<file path="src/rtl/result_bus_arbiter_if.sv">
// Requester/consumer bundle for result_bus_arbiter: eight requesters on one side,
// a single registered result port toward the consumer on the other.
interface result_bus_arbiter_if #(
  parameter int WIDTH = 64
);
  logic [7:0]            req;
  logic [7:0][WIDTH-1:0] d;
  logic [7:0]            ack;
  logic                  out_valid;
  logic [WIDTH-1:0]      out_data;
  logic [2:0]            out_sel;
  logic                  out_ready;

  modport master (
    output req, d, out_ready,
    input  ack, out_valid, out_data, out_sel
  );

  modport slave (
    input  req, d, out_ready,
    output ack, out_valid, out_data, out_sel
  );
endinterface

</file>
<file path="src/rtl/result_bus_arbiter.sv">
// Eight-way result bus arbiter: round-robin with bounded stickiness, feeding one
// registered output slot that reloads in the same edge it is drained.
module mux_64_8_1 #(
  parameter int WIDTH = 64
) (
  input  logic [2:0]            s,
  input  logic [7:0][WIDTH-1:0] d,
  output logic [WIDTH-1:0]      y
);
  always_comb begin
    y = d[s];
  end
endmodule

module result_bus_arbiter #(
  parameter int WIDTH     = 64,
  parameter int MAX_BURST = 4
) (
  input  logic                 clk,
  input  logic                 reset,
  result_bus_arbiter_if.slave  bus
);
  localparam logic [3:0] MAX_CNT = 4'(MAX_BURST);

  logic [2:0]       last_q, last_d;
  logic [3:0]       burst_q, burst_d;
  logic             out_valid_q, out_valid_d;
  logic [WIDTH-1:0] out_data_q, out_data_d;
  logic [2:0]       out_sel_q, out_sel_d;

  logic [2:0]       winner_s;
  logic [2:0]       idx_s;
  logic [7:0]       others_s;
  logic             found_s;
  logic             load_s;
  logic [WIDTH-1:0] mux_y_s;

  mux_64_8_1 #(.WIDTH(WIDTH)) u_mux (
    .s (winner_s),
    .d (bus.d),
    .y (mux_y_s)
  );

  // burst_q==0 only right after reset: there is no previous winner to stick to,
  // so the scan starts at last+1 = 0.
  always_comb begin
    winner_s = last_q;
    idx_s    = last_q;
    found_s  = 1'b0;
    others_s = bus.req & ~(8'b0000_0001 << last_q);
    if ((burst_q != 4'd0) && bus.req[last_q] &&
        ((burst_q < MAX_CNT) || (others_s == 8'h00))) begin
      winner_s = last_q;
      found_s  = 1'b1;
    end else begin
      for (int k = 1; k <= 8; k++) begin
        idx_s = last_q + 3'(k);
        if (!found_s && bus.req[idx_s]) begin
          winner_s = idx_s;
          found_s  = 1'b1;
        end else begin
          found_s  = found_s;
        end
      end
    end
  end

  always_comb begin
    load_s = reset && (|bus.req) && (!out_valid_q || bus.out_ready);
    if (load_s) begin
      bus.ack = 8'b0000_0001 << winner_s;
    end else begin
      bus.ack = 8'h00;
    end
  end

  always_comb begin
    last_d      = last_q;
    burst_d     = burst_q;
    out_valid_d = out_valid_q;
    out_data_d  = out_data_q;
    out_sel_d   = out_sel_q;
    if (load_s) begin
      out_valid_d = 1'b1;
      out_data_d  = mux_y_s;
      out_sel_d   = winner_s;
      last_d      = winner_s;
      if (winner_s == last_q) begin
        burst_d = (burst_q >= MAX_CNT) ? MAX_CNT : (burst_q + 4'd1);
      end else begin
        burst_d = 4'd1;
      end
    end else if (out_valid_q && bus.out_ready) begin
      out_valid_d = 1'b0;
    end else begin
      out_valid_d = out_valid_q;
    end
  end

  always_ff @(posedge clk) begin
    if (!reset) begin
      last_q      <= 3'd7;
      burst_q     <= 4'd0;
      out_valid_q <= 1'b0;
      out_data_q  <= '0;
      out_sel_q   <= 3'd0;
    end else begin
      last_q      <= last_d;
      burst_q     <= burst_d;
      out_valid_q <= out_valid_d;
      out_data_q  <= out_data_d;
      out_sel_q   <= out_sel_d;
    end
  end

  assign bus.out_valid = out_valid_q;
  assign bus.out_data  = out_data_q;
  assign bus.out_sel   = out_sel_q;
endmodule

</file>
<file path="src/flat_wrapper.sv">
// flat-port wrapper written by rule: the top's interface ports become plain ports
module result_bus_arbiter_flat 
#(
  parameter int WIDTH     = 64,
  parameter int MAX_BURST = 4
)
  (clk, reset, bus_req, bus_d, bus_out_ready, bus_ack, bus_out_valid, bus_out_data, bus_out_sel);
  result_bus_arbiter_if #(.WIDTH(WIDTH)) bus_i ();
  input  logic clk;
  input  logic reset;
  input wire logic [$bits(bus_i.req)-1:0] bus_req;
  input wire logic [$bits(bus_i.d)-1:0] bus_d;
  input wire logic [$bits(bus_i.out_ready)-1:0] bus_out_ready;
  output wire logic [$bits(bus_i.ack)-1:0] bus_ack;
  output wire logic [$bits(bus_i.out_valid)-1:0] bus_out_valid;
  output wire logic [$bits(bus_i.out_data)-1:0] bus_out_data;
  output wire logic [$bits(bus_i.out_sel)-1:0] bus_out_sel;
  assign bus_i.req = bus_req;
  assign bus_i.d = bus_d;
  assign bus_i.out_ready = bus_out_ready;
  assign bus_ack = bus_i.ack;
  assign bus_out_valid = bus_i.out_valid;
  assign bus_out_data = bus_i.out_data;
  assign bus_out_sel = bus_i.out_sel;
  result_bus_arbiter #(.WIDTH(WIDTH), .MAX_BURST(MAX_BURST)) u_core (.clk(clk), .reset(reset), .bus(bus_i));
endmodule
</file>
<file path="config.mk">
export PLATFORM = sky130hd
export DESIGN_NAME = result_bus_arbiter_flat
export DESIGN_NICKNAME = d
export VERILOG_FILES = /design/src/rtl/result_bus_arbiter_if.sv /design/src/rtl/result_bus_arbiter.sv /design/src/flat_wrapper.sv
export SDC_FILE = /design/constraint.sdc
export NUM_CORES = 1
export LEC_CHECK = 0
export ABC_AREA = 1
export CAP_MARGIN = 25
export CORE_AREA = 5 5 230 232
export DETAILED_ROUTE_END_ITERATION = 8
export DIE_AREA = 0 0 235 237
export PLACE_DENSITY = 0.6
export SYNTH_ARGS = -nofsm -noshare
export SYNTH_HDL_FRONTEND = slang
export SYNTH_SLANG_ARGS = --single-unit
</file>
<file path="constraint.sdc">
create_clock -name clk -period 5.7 [get_ports clk]
set_clock_uncertainty 0.15 [all_clocks]
set_input_delay 0.57 -clock clk [delete_from_list [all_inputs] [get_ports clk]]
set_output_delay 0.57 -clock clk [all_outputs]
set_load 0.02 [all_outputs]
</file>
Word level (Yosys, flattened, before mapping)
Cells that the tools add are included.
Storage, ports and cells
  output and inout port bits: 76
  register bits: 75
  logic and storage cells: 101
Operators by class
  reduce and logical (&&, ||, !) cells: 26
  add/sub/neg operators: 8
  equality and inequality tests: 1
  multiplexer cells: 46
  shift operators: 2
  bitwise operators: 2
  magnitude comparators: 11
Operator list (number)
  binary-select mux 64 bit (select 3 bit): 1
  two-way mux 64 bit: 1
  < comparator 3 x 4 -> 1 bit, second input constant: 9
  two-way mux 3 bit: 9
  binary-select mux 1 bit (select 3 bit): 8
  two-way mux 1 bit: 24
  left shift 1 x 3 -> 8 bit, first input constant: 2
  adder 3 bit, second input constant: 4
  logical AND 1 bit: 12
  AND 8 bit: 1
  zero test 1 bit: 8
  zero test 8 bit: 1
  two-way mux 4 bit: 2
  two-way mux 8 bit: 1
  inverter 8 bit: 1
  OR reduction 8 bit: 1
  adder 3 x 2 -> 3 bit, second input constant: 2
  adder 4 x 1 -> 4 bit, second input constant: 1
  greater-or-equal comparator 4 x 3 -> 1 bit, second input constant: 1
  < comparator 4 x 3 -> 1 bit, second input constant: 1
  nonzero test 4 bit: 1
  adder 3 x 1 -> 3 bit, second input constant: 1
  equality test 3 bit: 1
  logical OR 1 bit: 2
  nonzero test 2 bit: 1

Depth between registers and ports, before layout
  depth after elaboration: 37
  mapped depth: 27
  gate-level depth less buffers: 24

Hierarchy
Synthesis repeated with hierarchy kept, for this count alone.
Second synthesis, totals
  cells, all modules: 2222
  area total of the unflattened synthesis: 10645.2 um2
Modules (own cells, without submodules)
  mux_64_8_1: cells each 1701, area each 6979.2 um2, instances 1
  result_bus_arbiter: cells each 521, area each 3666.0 um2, instances 1

Worst setup path after synthesis
No wires, ideal clock.
  path type: reg2out
  start point: register u_core.last_q[1]
  end point: output port bus_ack[4]
  slack: 1915 ps
  data arrival time: 3065 ps
  required time: 4980 ps
  stages on the path, launching flop included: 23
  path through: dfxtp_1 -> buf_2 -> inv_1 -> ha_1 -> inv_1 -> nand3_1 -> nand3_2 -> nand2_2 -> nor2_4 -> nand4_2 -> nor2_1 -> nand2_1 -> o21ai_1 -> inv_1 -> nand2_1 -> nand2_1 -> nand2_1 -> inv_1 -> nor2_1 -> buf_4 -> buf_4 -> inv_1 -> nor2_1
On the way
  cells in the longest elaborated chain, start to end: 35
  elaborated cells on any way between the ends: 69
  classes of those cells: add/sub (7); shift (2); mux (40); bitwise (2); reduce/logical (18)
RTL lines
  start: declaration: line result_bus_arbiter.sv:25  | logic [2:0] last_q, last_d;
  start signal: assignment: line result_bus_arbiter.sv:108  | last_q <= last_d;
  adder 3 x 1 -> 3 bit: line result_bus_arbiter.sv:57  | idx_s = last_q + 3'(k);
  binary-select mux 1 bit (select 3 bit): line result_bus_arbiter.sv:58  | if (!found_s && bus.req[idx_s]) begin
  two-way mux 1 bit (implied by the code): line result_bus_arbiter.sv:58
  two-way mux 1 bit: line result_bus_arbiter.sv:58
  two-way mux 1 bit: line result_bus_arbiter.sv:51  | if ((burst_q != 4'd0) && bus.req[last_q] &&
  zero test 1 bit: line result_bus_arbiter.sv:58
  logical AND 1 bit: line result_bus_arbiter.sv:58
  two-way mux 1 bit: line result_bus_arbiter.sv:58
  (+19 left out)
  two-way mux 1 bit: line result_bus_arbiter.sv:58
  two-way mux 1 bit: line result_bus_arbiter.sv:51
  zero test 1 bit: line result_bus_arbiter.sv:58
  logical AND 1 bit: line result_bus_arbiter.sv:58
  two-way mux 3 bit: line result_bus_arbiter.sv:58
  two-way mux 3 bit (*): line result_bus_arbiter.sv:51
  left shift 1 x 3 -> 8 bit (*): line result_bus_arbiter.sv:71  | bus.ack = 8'b0000_0001 << winner_s;
  two-way mux 8 bit (*): line result_bus_arbiter.sv:70  | if (load_s) begin
  end: declaration: line flat_wrapper.sv:14  | output wire logic [$bits(bus_i.ack)-1:0] bus_ack;
Every way passes the cells marked *; elsewhere a longest branch is shown, timed or not. The select of a mux whose other input is x is not followed.

Worst setup path in the final report
  start point: register u_core.last_q[1]
  end point: output port bus_ack[6]
The elaborated chain is that of the path after synthesis.

==> reports/results.tsv <==
stage	metric	value	unit
grt	largest net degree at the start of global routing	130	
clocking	Worst-path clk slew	70	ps
floorplan	Starting Density	19.2	%
floorplan	Die X	235	um
setup_path	critical-path maximum fanout	13	
timing	fin. max-slew vios	0	
floorplan	# IOs	599	
clocking	H-tree depth	3	
synth	number of flops mapped to enable cells by yosys	0	
grt	vias in the first global route	13598	
synth	adder-cell share of the synthesized area	1.15	%
timing	final setup TNS	0	ps
detailed_routing	DRT antenna net count	0	
grt	grt ovf	0	
clocking	CTS tree	yes	
clocking	root buffer cell	clkbuf_16	
setup_path	cells on worst reg2reg path	23	
finish	area grow syn2layout	68.5	%
clocking	Clock Latency Late Sink	370	ps
outcome	outcome	completed	
detailed_routing	Vias	14091	
synth	top-area cell type share of the netlist area	45.1	%
placement	Post-DP HPWL	39.9	mm
clocking	post-CTS sizing	0	
clocking	Sink Count	75	
setup_path	r2r setup slk	1340	ps
timing	final hold violations	0	
synth	ys flop type	dfxtp_1	
synth	Seq/Total Area, Yosys	15.4	%
floorplan	die area	0.0557	sq mm
synth	largest family of logic cells by synthesized area	simple AND/OR/NAND/NOR gates	
grt	antenna violations before repair	3	
synth	Yosys warning total	0	
clocking	Setup Buffers After CTS	0	
setup_path	CP startpoint	u_core.last_q[1]	
detailed_routing	DR WL/cell	17.0	um
setup_path	CP startpoint kind	flop	
synth	Distinct cells, synth	29	
setup_path	CP max-delay cell	clkdlybuf4s50_1	
timing	Fmax	205	MHz
setup_path	Crit Path Class	flop to output port	
timing	RSZ-0062 raised after global routing	false	
grt	first-pass GRT wire length	81.1	mm
finish	fillers	5779	
setup_path	FF-to-FF End	u_core.bus.out_data[52]	
clocking	CTS Buf Count	9	
timing	Rel. slew slack	36.9	%
timing	Tmin final	4880	ps
detailed_routing	Pre-antenna DRT Iters	5	
finish	share of layout cells above drive strength 1	2.52	%
floorplan	die height	237	um
detailed_routing	Via density	4.43	
synth	dominant cell type by area after synthesis	nand2_1	
clocking	Longest Clk Path Bufs	2	
min_path	hold crit path type	flop to flop	
synth	post-synthesis async set-or-reset flop share	0	%
min_path	end of the worst hold path	u_core.burst_q[3]	
synth	Net Count, Synth	2546	
synth	register bit total from synthesis	75	
placement	PortBufs	598	
timing	Tcrit/Tclk final	85.5	%
timing	Worst-Margin Slew	946	ps
floorplan	FP Rows	83	
detailed_routing	# DRC	0	
synth	Compound-Gate Fraction of Synth Area	1.51	%
synth	average cell area after synthesis	4.85	sq um
setup_path	Arr. time, crit path	4160	ps
synth	count leader, synth	nand2_1	
detailed_routing	initial drt markers	687	
setup_path	Critical Path Max Stage Delay	640	ps
job	# Max-Cap Violations	0	
min_path	min-delay src	u_core.burst_q[3]	
finish	Final #Nets	3027	
synth	synthesized instance count	2014	
synth	top cells by area, synth	nand2_1, nand3_1, dfxtp_1	
setup_path	Crit. End Element	output port	
clocking	Hold Buf Count CTS	0	
floorplan	Core ar.	0.0508	sq mm
timing	final setup vio count	0	
synth	synthesized area	0.00977	sq mm
setup_path	CP cell instances	buf_4 > inv_1 > ha_1 > inv_1 > nand3_1 > nand3_2 > nand2_2 > nor2_4 > nand4_1 > o21ai_1 > inv_1 > nand2_1 > nand2_1 > nand2_1 > nand2_1 > nand2_1 > inv_1 > nor2_4 > inv_1 > nor2_1 > clkdlybuf4s50_1	
placement	gpl congestion	0.878	
detailed_routing	drt total wl	54.1	mm
synth	Synth Area in Simple Gates	69.6	%
setup_path	reg2reg start	u_core.last_q[1]	
synth	synth cell count leaders	nand2_1, nand3_1, inv_1	
synth	post-synthesis mux area share	0	%
setup_path	Worst EP required	4980	ps
synth	XOR/XNOR Fraction of Synth Area	0.269	%
min_path	hold path depth	2	
grt	GRT Total Usage	18.3	%
-- critical path: cells and delay by family (launching register included) --
kind                       cells  cell delay [ps]
AOI/OAI and AO/OA              1              210
adders and majority gates      1              430
and+or+nand+nor               12             1370
buffers and inverters          7             1470
DFF                            1              310
-- layer usage --
metal	track usage (%)	up-vias	part of all wire (%)
met5	0	-	0
met4	5.43	0	2.6
met3	5.02	56	8.2
met2	31.5	557	48
met1	22.3	6227	42
li1	-	7251	-
-- state kept, by name, summed over array words and instances, names as in the netlist --
name / flops
u_core.bus.out_data: 64
u_core.burst_q: 4
u_core.bus.out_sel: 3
u_core.last_q: 3
u_core.bus.out_valid: 1
-- layout by cell type, fill, tap and decap left out, types with 4 or more instances in the layout --
cell             Yosys  final
clkbuf_16            0      9
nor2_1              32     30
inv_1               97     96
nand3_1            419    419
ha_1                 9      9
nand4_1              4      4
o21ai_0              6      6
clkdlybuf4s50_1      0    597
a21oi_1             13     13
buf_4               21     15
nand2_2              9      6
nand2_1           1173   1173
dfxtp_1             75     75
o21ai_1              4      4
buf_12               0      9
-- area by class of cell --
type | count | area (sq um) | share of cell area (%)
Antenna cell | 3 | 7.51 | 0.0456
Clock buffer | 10 | 239 | 1.45
Clock inverter | 6 | 65.1 | 0.395
Inverter | 100 | 377 | 2.29
Multi-Input combinational cell | 1688 | 7150 | 43.4
Sequential cell | 75 | 1500 | 9.12
Tap cell | 680 | 851 | 5.17
Timing Repair Buffer | 621 | 6270 | 38.1
-- worst max-delay path by stage --
stage                       endpoint  slack [ps]  depth (start not counted)
final                     bus_ack[6]         820                         21
after global routing      bus_ack[6]         350                         21
after CTS                 bus_ack[6]         730                         21
after detailed placement  bus_ack[6]        1170                         21
after global placement    bus_ack[6]        1190                         22
after floorplan           bus_ack[4]        1910                         22
-- per-stage QoR --
step	utilization (%)	setup WS [ps]	cells	hold slack, ps	cell area, sq um
after floorplan	-	1910	2014	259	9770
after global placement	31.8	1190	3164	271	16100
after detailed placement	31.8	1170	3164	270	16100
after CTS	32.4	729	3180	281	16500
after global routing	32.4	355	3182	294	16500
final	32.4	825	3183	282	16500
-- cells by family (layout without fill, tap and decap cells) --
| group | Yosys count | in the layout |
|---|---|---|
| AO/OA/AOI/OAI | 27 | 27 |
| XOR/XNOR | 3 | 3 |
| adder cells (fa/ha/maj) | 9 | 9 |
| buffers and inverters | 251 | 737 |
| flip-flops | 75 | 75 |
| other | 0 | 3 |
| AND/OR/NAND/NOR | 1649 | 1649 |
Power is left out: the tool's default activity adds up to more than one toggle a clock period on the data nets, which glitch-free logic cannot reach.
